`config.mk`:
```
export PLATFORM = sky130hd
export DESIGN_NAME = fetch_pc_unit
export DESIGN_NICKNAME = d
export VERILOG_FILES = /design/src/rtl/fetch_pkg.sv /design/src/rtl/im_addr_gen.sv /design/src/rtl/fetch_pc_unit.sv
export SDC_FILE = /design/constraint.sdc
export NUM_CORES = 1
export LEC_CHECK = 0
export BUFFER_PORTS_ARGS = -buffer_cell sky130_fd_sc_hd__buf_2
export CAP_MARGIN = 20
export CORE_MARGIN = 4
export CORE_UTILIZATION = 50
export DETAILED_ROUTE_END_ITERATION = 7
export PLACE_DENSITY_LB_ADDON = 0.2
export RECOVER_POWER = 25
export SLEW_MARGIN = 20
export SYNTH_ARGS = -nofsm -noshare
export SYNTH_HDL_FRONTEND = slang
export SYNTH_SLANG_ARGS = --single-unit
```
`constraint.sdc`:
```
create_clock -name clk -period 2.35 [get_ports clk]
set_input_delay 0.3525 -clock clk [delete_from_list [all_inputs] [get_ports clk]]
set_output_delay 0.3525 -clock clk [all_outputs]
set_load 0.1 [all_outputs]
```
`src/rtl/fetch_pkg.sv`:
```
// -----------------------------------------------------------------------------
// fetch_pkg
// Shared definitions for the fetch-stage program-counter block:
//   - fetch_state_e : 2-bit FSM encoding (ST_BOOT, ST_RUN, ST_PEND)
//   - DEF_RESET_PC  : default pc_F value after reset
//   - DEF_IM_BASE   : default byte address mapped to IM word index 0
// -----------------------------------------------------------------------------
package fetch_pkg;

   typedef enum logic [1:0] {
      ST_BOOT = 2'd0,
      ST_RUN  = 2'd1,
      ST_PEND = 2'd2
   } fetch_state_e;

   localparam logic [31:0] DEF_RESET_PC = 32'h0000_3000;
   localparam logic [31:0] DEF_IM_BASE  = 32'h0000_3000;

endpackage

```
`src/rtl/im_addr_gen.sv`:
```
// -----------------------------------------------------------------------------
// im_addr_gen
// Purely combinational translation of a fetch byte address into the
// instruction-memory word address:
//   im_addr = (((pc - IM_BASE) >> 2) + WORD_OFFSET) mod 2^IM_ADDR_W
// The subtraction wraps modulo 2^PC_W.
//
// Optional feature (macro IM_RANGE_CHECK_EN): adds range_fault, high when pc
// lies below IM_BASE or its word index is at or beyond IM_DEPTH.
//
// Ports:
//   pc          in   PC_W       fetch byte address
//   im_addr     out  IM_ADDR_W  IM word address
//   range_fault out  1          pc outside the populated IM (macro only)
// -----------------------------------------------------------------------------
module im_addr_gen #(
   parameter int              PC_W        = 32,
   parameter int              IM_ADDR_W   = 11,
   parameter logic [PC_W-1:0] IM_BASE     = PC_W'(32'h0000_3000),
   parameter int              WORD_OFFSET = 1
`ifdef IM_RANGE_CHECK_EN
   ,
   parameter int              IM_DEPTH    = 1024
`endif
) (
   input  logic [PC_W-1:0]      pc,
   output logic [IM_ADDR_W-1:0] im_addr
`ifdef IM_RANGE_CHECK_EN
   ,
   output logic                 range_fault
`endif
);

   // Byte offset from the IM base; wraps naturally for addresses below base.
   logic [PC_W-1:0] offset_s;

   assign offset_s = pc - IM_BASE;

   // Word index plus offset, truncated to the IM address width.
   assign im_addr = IM_ADDR_W'(offset_s >> 2) + IM_ADDR_W'(WORD_OFFSET);

`ifdef IM_RANGE_CHECK_EN
   // Below-base check is needed because the wrapped offset alone would look
   // like a huge index only when it exceeds IM_DEPTH; be explicit about both.
   assign range_fault = (pc < IM_BASE) ||
                        ((offset_s >> 2) >= PC_W'(IM_DEPTH));
`endif

endmodule

```
`src/rtl/fetch_pc_unit.sv`:
```
// -----------------------------------------------------------------------------
// fetch_pc_unit
// Fetch-stage program counter for the pipelined MIPS core. Holds pc_F,
// generates the IM word address, applies stall hold and branch/jump
// redirects. A redirect arriving while the fetch stage is stalled is
// buffered (last one wins) and applied on the first unstalled cycle unless
// a live redirect in that same cycle supersedes it.
//
// FSM: ST_BOOT (one settle cycle after reset, no fetch), ST_RUN (normal),
//      ST_PEND (a buffered redirect is waiting, held instruction is stale).
//
// Optional feature (macro IM_RANGE_CHECK_EN): output range_fault_F; while it
// is high, fetch_valid is 0 and pc_F only moves on a redirect or reset.
//
// Ports:
//   clk            in   1          system clock, rising edge
//   reset          in   1          synchronous active-high reset
//   stall_F        in   1          hold pc_F this cycle
//   redirect_valid in   1          branch/jump target valid
//   redirect_pc    in   PC_W       target byte address
//   pc_F           out  PC_W       current fetch PC (registered)
//   pc4_F          out  PC_W       pc_F + 4
//   im_addr        out  IM_ADDR_W  IM word address from pc_F
//   fetch_valid    out  1          instruction at pc_F is on the correct path
//   pend_valid     out  1          buffered redirect waiting (registered)
//   misalign_F     out  1          pc_F[1:0] != 0
//   range_fault_F  out  1          pc_F outside IM (macro only)
// -----------------------------------------------------------------------------
module fetch_pc_unit
   import fetch_pkg::*;
#(
   parameter int              PC_W        = 32,
   parameter int              IM_ADDR_W   = 11,
   parameter logic [PC_W-1:0] RESET_PC    = PC_W'(DEF_RESET_PC),
   parameter logic [PC_W-1:0] IM_BASE     = PC_W'(DEF_IM_BASE),
   parameter int              WORD_OFFSET = 1,
   parameter int              IM_DEPTH    = 1024
) (
   input  logic                 clk,
   input  logic                 reset,
   input  logic                 stall_F,
   input  logic                 redirect_valid,
   input  logic [PC_W-1:0]      redirect_pc,
   output logic [PC_W-1:0]      pc_F,
   output logic [PC_W-1:0]      pc4_F,
   output logic [IM_ADDR_W-1:0] im_addr,
   output logic                 fetch_valid,
   output logic                 pend_valid,
   output logic                 misalign_F
`ifdef IM_RANGE_CHECK_EN
   ,
   output logic                 range_fault_F
`endif
);

   fetch_state_e    state_r;
   logic [PC_W-1:0] pc_r;
   logic [PC_W-1:0] pend_pc_r;
   logic            pend_valid_r;
   logic            seq_ok_s;     // sequential +4 advance permitted
   logic [PC_W-1:0] pc_plus4_s;

   assign pc_plus4_s = pc_r + PC_W'(4);

`ifdef IM_RANGE_CHECK_EN
   logic range_fault_s;

   im_addr_gen #(
      .PC_W        (PC_W),
      .IM_ADDR_W   (IM_ADDR_W),
      .IM_BASE     (IM_BASE),
      .WORD_OFFSET (WORD_OFFSET),
      .IM_DEPTH    (IM_DEPTH)
   ) u_im_addr_gen (
      .pc          (pc_r),
      .im_addr     (im_addr),
      .range_fault (range_fault_s)
   );

   assign range_fault_F = range_fault_s;
   assign seq_ok_s      = !range_fault_s;
`else
   im_addr_gen #(
      .PC_W        (PC_W),
      .IM_ADDR_W   (IM_ADDR_W),
      .IM_BASE     (IM_BASE),
      .WORD_OFFSET (WORD_OFFSET)
   ) u_im_addr_gen (
      .pc          (pc_r),
      .im_addr     (im_addr)
   );

   assign seq_ok_s = 1'b1;
`endif

   // FSM, PC register and pending-redirect buffer.
   always_ff @(posedge clk) begin
      if (reset) begin
         state_r      <= ST_BOOT;
         pc_r         <= RESET_PC;
         pend_pc_r    <= '0;
         pend_valid_r <= 1'b0;
      end else begin
         case (state_r)
            ST_BOOT: begin
               // PC is not advanced while the IM read settles.
               if (redirect_valid) begin
                  pend_pc_r    <= redirect_pc;
                  pend_valid_r <= 1'b1;
                  state_r      <= ST_PEND;
               end else begin
                  state_r      <= ST_RUN;
               end
            end
            ST_RUN, ST_PEND: begin
               if (stall_F) begin
                  // Hold pc_r; a redirect during stall overwrites the buffer.
                  if (redirect_valid) begin
                     pend_pc_r    <= redirect_pc;
                     pend_valid_r <= 1'b1;
                     state_r      <= ST_PEND;
                  end else begin
                     state_r      <= state_r;
                  end
               end else if (redirect_valid) begin
                  // Live redirect beats a buffered one.
                  pc_r         <= redirect_pc;
                  pend_valid_r <= 1'b0;
                  state_r      <= ST_RUN;
               end else if (pend_valid_r) begin
                  pc_r         <= pend_pc_r;
                  pend_valid_r <= 1'b0;
                  state_r      <= ST_RUN;
               end else if (seq_ok_s) begin
                  pc_r         <= pc_plus4_s;
                  state_r      <= ST_RUN;
               end else begin
                  state_r      <= ST_RUN;
               end
            end
            default: begin
               // Unreachable encoding: recover through a clean boot.
               state_r      <= ST_BOOT;
               pend_valid_r <= 1'b0;
            end
         endcase
      end
   end

   assign pc_F        = pc_r;
   assign pc4_F       = pc_plus4_s;
   assign pend_valid  = pend_valid_r;
   assign misalign_F  = (pc_r[1:0] != 2'b00);
   // Decoded purely from flops, so glitch-free for downstream capture.
   assign fetch_valid = (state_r == ST_RUN) && !pend_valid_r && seq_ok_s;

endmodule

```
---- Word-level counts from Yosys, hierarchy flattened ----
Index checks and enable logic that the tools add are counted.
cells by class
  add/subtract/negate cells ............... 3
  multipliers ............................. 0
  div/mod/pow operators ................... 0
  magnitude comparators ................... 0
  equal/unequal tests ..................... 4
  shift operators ......................... 0
  mux-type cells .......................... 12
  bitwise operators ....................... 1
  reductions and logical operators ........ 8
operators by type and width
  kind                                                             count
  32-bit two-way mux                                               4
  32-bit one-hot mux with 2 select lines                           1
  32-bit by 3-bit adder with 32-bit output, second input constant  1
  13-bit subtractor, second input constant                         1
  11-bit by 1-bit adder with 11-bit output, second input constant  1
  2-bit two-way mux                                                3
  2-bit one-hot mux with 2 select lines                            1
  2-bit AND reduction                                              2
  2-bit nonzero test                                               2
  3-bit != test, second input constant                             1
  2-bit by 1-bit == test with 1-bit output, second input constant  1
  2-bit == test, second input constant                             1
  2-bit zero test                                                  1
  1-bit two-way mux                                                2
  2-bit != test, second input constant                             1
  1-bit one-hot mux with 2 select lines                            1
  2-bit OR reduction                                               1
  1-bit logical AND                                                1
  1-bit zero test                                                  1
  1-bit NOT                                                        1
storage, ports and cells
  register bits ........................... 67
  bits in latches ......................... 0
  bits in writable memories ............... 0
  bits in read-only memories .............. 0
  bits of input ports ..................... 36
  output and inout bits ................... 78
  logic and storage cells ................. 32
  memories kept ........................... 0

---- Depth between registers and ports, before layout ----
  depth after elaboration ................. 4
  gate-level depth with buffers ........... 9
  gate-level depth less buffers ........... 7

---- Modules after synthesis ----
From an unflattened synthesis, not the netlist that was laid out.
unflattened totals
  cells, all modules ...................... 613
  area total of the unflattened synthesis .. 4365.4 µm²
by module, submodules not included
  module         times used  cells an instance  area each (µm²)  seq. area each (µm²)
  fetch_pc_unit  1           591                4201.5           1341.3
  im_addr_gen    1           22                 163.9            0.0

---- Worst setup path before layout ----
No wires, ideal clock.
  path type ............................... reg2out
  from .................................... reg pc_r[2] (netlist: pc_F[2])
  to ...................................... out pc4_F[10]
  data arrival time ....................... 4121 ps
  required time ........................... 1997 ps
  setup slack ............................. -2124 ps
  cell stages (with the launch flop) ...... 6
  buffers on the path ..................... 1
  cells stage by stage .................... dfxtp_1 -> ha_1 -> nand3_1 -> or3_1 -> xnor2_1 -> buf_4
between the ends
  word-level cells in the longest chain between the ends .. 1
ends and longest elaborated chain
  what                                      RTL line              source
  from (decl)                               fetch_pc_unit.sv:57   logic [PC_W-1:0] pc_r;
  from (signal assigned)                    fetch_pc_unit.sv:127  pc_r <= redirect_pc;
  from (signal assigned)                    fetch_pc_unit.sv:131  pc_r <= pend_pc_r;
  from (signal assigned)                    fetch_pc_unit.sv:135  pc_r <= pc_plus4_s;
  32-bit by 3-bit adder with 32-bit output  fetch_pc_unit.sv:63   assign pc_plus4_s = pc_r + PC_W'(4);
  to (decl)                                 fetch_pc_unit.sv:45   output logic [PC_W-1:0] pc4_F,
No other way between the ends.

---- Worst setup path in the final report ----
  from .................................... reg pc_r[4] (netlist: pc_F[4])
  to ...................................... out pc4_F[23]
The elaborated chain is that of the path after synthesis.

==> run_results.csv <==
group,metric,value,unit
power_and_ir_drop,power_frac_clock,20.2,%
outcome,run_status,"finished with violations",
min_path,hold_path_startpoint,"redirect_pc[1]",
synth,synth_mux_area_share,1.83,%
die,floorplan.initialDensity,51.3,%
power_and_ir_drop,sequential_share_of_power,28.9,%
synth,synth-edff-count,0,
synth,netlist_area,0.00396,mm²
synth,synth_seq_area_share,33.8,%
placement,detailedPlace.worstSlack,0.00906,ns
clock_network,clk_pin_slew,0.09,ns
die,die_w,97.0,µm
timing,timing.final.hold_violations,0,
die,floorplan.rows,32,
worst_setup_path,r2r_slack,0,ns
worst_setup_path,cp_data_arrival_time,2.28,ns
die,design.core.area,0.00773,mm²
global_route,initial_antenna_violation_count,0,
synth,synthSimpleGateAreaFrac,26.5,%
global_route,first_global_vias,4961,
routing,post-route-drc-count,0,
synth,register_bit_count_reported_by_yosys,67,
synth,synth-compound-area-share,23.7,%
synth,mappedNetlistNets,570,
clock_network,cts_hold_buffers,0,
synth,postSynthCellCount,530,
finish,final_util,87.0,%
placement,port_buffers,113,
timing,final_critical_path_setup_slack,-0.280,ns
run,max-cap-violations,0,
power_and_ir_drop,peakVddDrop,0.000616,V
worst_setup_path,worst_path_dominant_cell_family,"simple AND/OR/NAND/NOR gates",
synth,synth_largest_area_cell,"sky130_fd_sc_hd__dfxtp_1",
synth,yosysUniqueCellTypes,59,
power_and_ir_drop,internal_pwr_total,2.43,mW
die,floorplan.die_area,0.00941,mm²
timing,final.hold.worst_slack,0.236,ns
placement,post-place-cells,732,
finish,final_nets,738,
clock_network,cts_max_level,3,
routing,detailedRoute.firstIterationViolations,570,
timing,max_clock_freq,0.380,GHz
timing,final_min_period_over_clock_period,112,%
timing,worst_slew_pin_slew,0.520,ns
worst_setup_path,regToRegEndpoint,"pc_F[10]",
worst_setup_path,cp-end-kind,"output pin",
clock_network,tritoncts.num_buffers,9,
die,dieHeight,97.0,µm
synth,yosys.area_share.xor_xnor,5.53,%
synth,asyncSetResetFlopFracSynth,0,%
finish,finalNonFillerCells,805,
worst_setup_path,timing.critical_path.required,2.00,ns
worst_setup_path,critPathLaunchType,"flip-flop",
routing,drt_first_pass_iters,6,
routing,ant_nets,0,
min_path,hold_path.class,"in -> reg",
clock_network,cts_tree,"done",
worst_setup_path,crit_chain,"nand4_1 > or4_4 > nor4_4 > buf_4 > xor2_4 > buf_12",
synth,combinational_family_with_the_most_area_after_synthesis,"simple AND/OR/NAND/NOR gates",
routing,met3RoutedLength,2.21,mm
worst_setup_path,timing.critical_path.slowest_cell_delay,0.66,ns
timing,worst_slew_margin_rel,65.3,%
finish,areaGrowthSynthToFinish,69.7,%
routing,vias,5241,
routing,avgViaCountPerCell,6.51,
synth,post_synthesis_adder_cell_area_fraction,1.26,%
power_and_ir_drop,p_sw,2.43,mW
outcome,violations,"negative setup slack",
clock_network,worst_skew_pair.late_latency,0.37,ns
power_and_ir_drop,power.share.switching,50.0,%
worst_setup_path,slowest_stage,"sky130_fd_sc_hd__or4_4",
worst_setup_path,criticalPathCategory,"reg -> out",
global_route,grt_pass1_wl,25.2,mm
power_and_ir_drop,power-per-cell-area,722,mW/mm²
worst_setup_path,max_fo_critical_path,5,
power_and_ir_drop,leakagePower,2.96,nW
timing,rsz_0062_raised_after_global_routing,"true",
routing,detailroute.wirelength.met2,8.08,mm
min_path,hold_depth,3,
global_route,grt_util_all_layers,33.0,%
placement,place_congestion,0.831,
timing,min_period,2.63,ns
synth,netlist_top_cells_area,"sky130_fd_sc_hd__dfxtp_1, sky130_fd_sc_hd__nand2_1, sky130_fd_sc_hd__a21oi_1, sky130_fd_sc_hd__xnor2_1, sky130_fd_sc_hd__clkbuf_1",
routing,detail_route.wl_per_cell,22.2,µm
die,pin_count,114,
finish,layout-drive-gt1-share,45.8,%
routing,routedLengthMet1,6.06,mm
global_route,globalRoute.totalOverflow,0,
routing,route.top_layer_used,"met4",
min_path,min_delay_worst_endpoint,"pend_pc_r[1]",
placement,detailedPlacementHpwl,9.57,mm
clock_network,clock_tree.buffer_depth,2,
timing,slew_viol_final,0,
worst_setup_path,length_in_cells_of_the_worst_reg_to_reg_path,11,
synth,synth_top_flop_cell,"sky130_fd_sc_hd__dfxtp_1",
synth,synth_warnings,0,
clock_network,ctsRootBufferMaster,"sky130_fd_sc_hd__clkbuf_8",
worst_setup_path,critical_path.reg2reg.startpoint,"pc_F[2]",
synth,synth_top_area_share,33.8,%
timing,finClkSkew,0.0136,ns
power_and_ir_drop,comb_power_share,50.9,%
power_and_ir_drop,total_power,4.85,mW
routing,wl,17.9,mm
synth,postSynthAreaPerCell,7.48,µm²
global_route,grt_max_degree,51,
clock_network,cts.sinks,67,
finish,insertedDiodeCount,0,
timing,setup_violations,33,
worst_setup_path,wp_buf_inv,2,
==> power groups by stage <==
stage               logic (mW)  clock network [mW]  registers [mW]
floorplan                 1.30                   0            1.85
global placement          2.24                   0            1.42
global route              2.55                1.01            1.41
CTS                       2.36               0.945            1.38
detailed placement        2.27                   0            1.43
finish                    2.47               0.980            1.40
==> worst min-delay path, cell delays in order <==
cell and delay (ns):
sky130_fd_sc_hd__buf_2 0.10, sky130_fd_sc_hd__nand2_1 0.05, sky130_fd_sc_hd__a21oi_1 0.05
==> layout make-up <==
type	instances	area, µm²
clock buffers	10	128
clock inverters	6	56.3
fillers	367	1000
inverters	13	52.6
multi-input cells	399	3050
flip-flops and latches	67	1440
well taps	102	128
repair buffers	208	1870
==> cell usage after synthesis (all sizes together), types with 10 or more instances <==
library cell	number
nand2	111
dfxtp	67
a21oi	65
clkbuf	33
nor2	26
o21ai	21
buf	18
xnor2	16
inv	13
a31oi	10
nand3	10
nor3	10
==> registers in the layout, indices dropped and copies added (netlist names) <==
name        count
pend_pc_r      32
pend_valid      1
pc_F           32
state_r         2
==> cells in the final DEF (no fill, tap or decap), drive strengths merged, types with 3 or more instances in the layout <==
master	synthesis	layout
buf	18	208
nand2	111	111
dfxtp	67	67
a21oi	65	65
nor2	26	26
o21ai	21	21
xnor2	16	16
inv	13	12
a31oi	10	10
clkbuf	33	10
nor3	10	10
nand3	10	10
o211ai	9	9
nand4	9	9
xor2	9	9
and3	9	9
or3	8	8
o21a	7	7
a211oi	7	7
nand2b	6	6
nor4	6	6
mux2i	5	5
o2111ai	4	4
ha	4	4
clkinv	0	4
or2	4	4
nor2b	4	4
nand3b	3	3
a311oi	3	3
==> routing by layer <==
metal	global-route usage, %	up-vias
met1	37.6	2390
met2	54.7	503
li1	-	2199
met4	20.7	0
met5	0	-
met3	8.58	149
==> cell families after synthesis <==
group / count (synthesis)
compound gates: 150
xor+xnor: 25
fa+ha+maj: 4
buf+inv: 64
flops: 67
mux: 7
simple gates: 213
==> what timing repair did <==
action                                  in CTS  in global routing
endpoints found under the hold margin        0                  0
endpoints found under the setup margin      22                 31
buffers inserted                            39                 22
pin swaps                                   34                 23
resized for setup                           32                 33
==> worst max path at each step <==
stage / slack [ns] / from / end / cells after the start
after CTS: -0.20 / pc_F[6] / pc4_F[23] / 7
final: -0.28 / pc_F[4] / pc4_F[23] / 6
after global routing: -0.31 / pc_F[2] / pc4_F[23] / 6
after floorplan: -0.40 / pc_F[4] / pc4_F[21] / 5
after detailed placement: 0.009 / pc_F[2] / pc4_F[21] / 6
after global placement: 0.05 / pc_F[3] / pc4_F[23] / 6
==> stage by stage <==
| step | setup TNS, ns | area (µm²) |
|---|---|---|
| final | -5.07 | 6720 |
| after global routing | -6.42 | 6720 |
| after CTS | -1.01 | 6490 |
| after detailed placement | 0 | 5850 |
| after global placement | 0 | 5850 |
| after floorplan | -4.65 | 4690 |
Note: power is estimated with default switching activity, not from simulation.
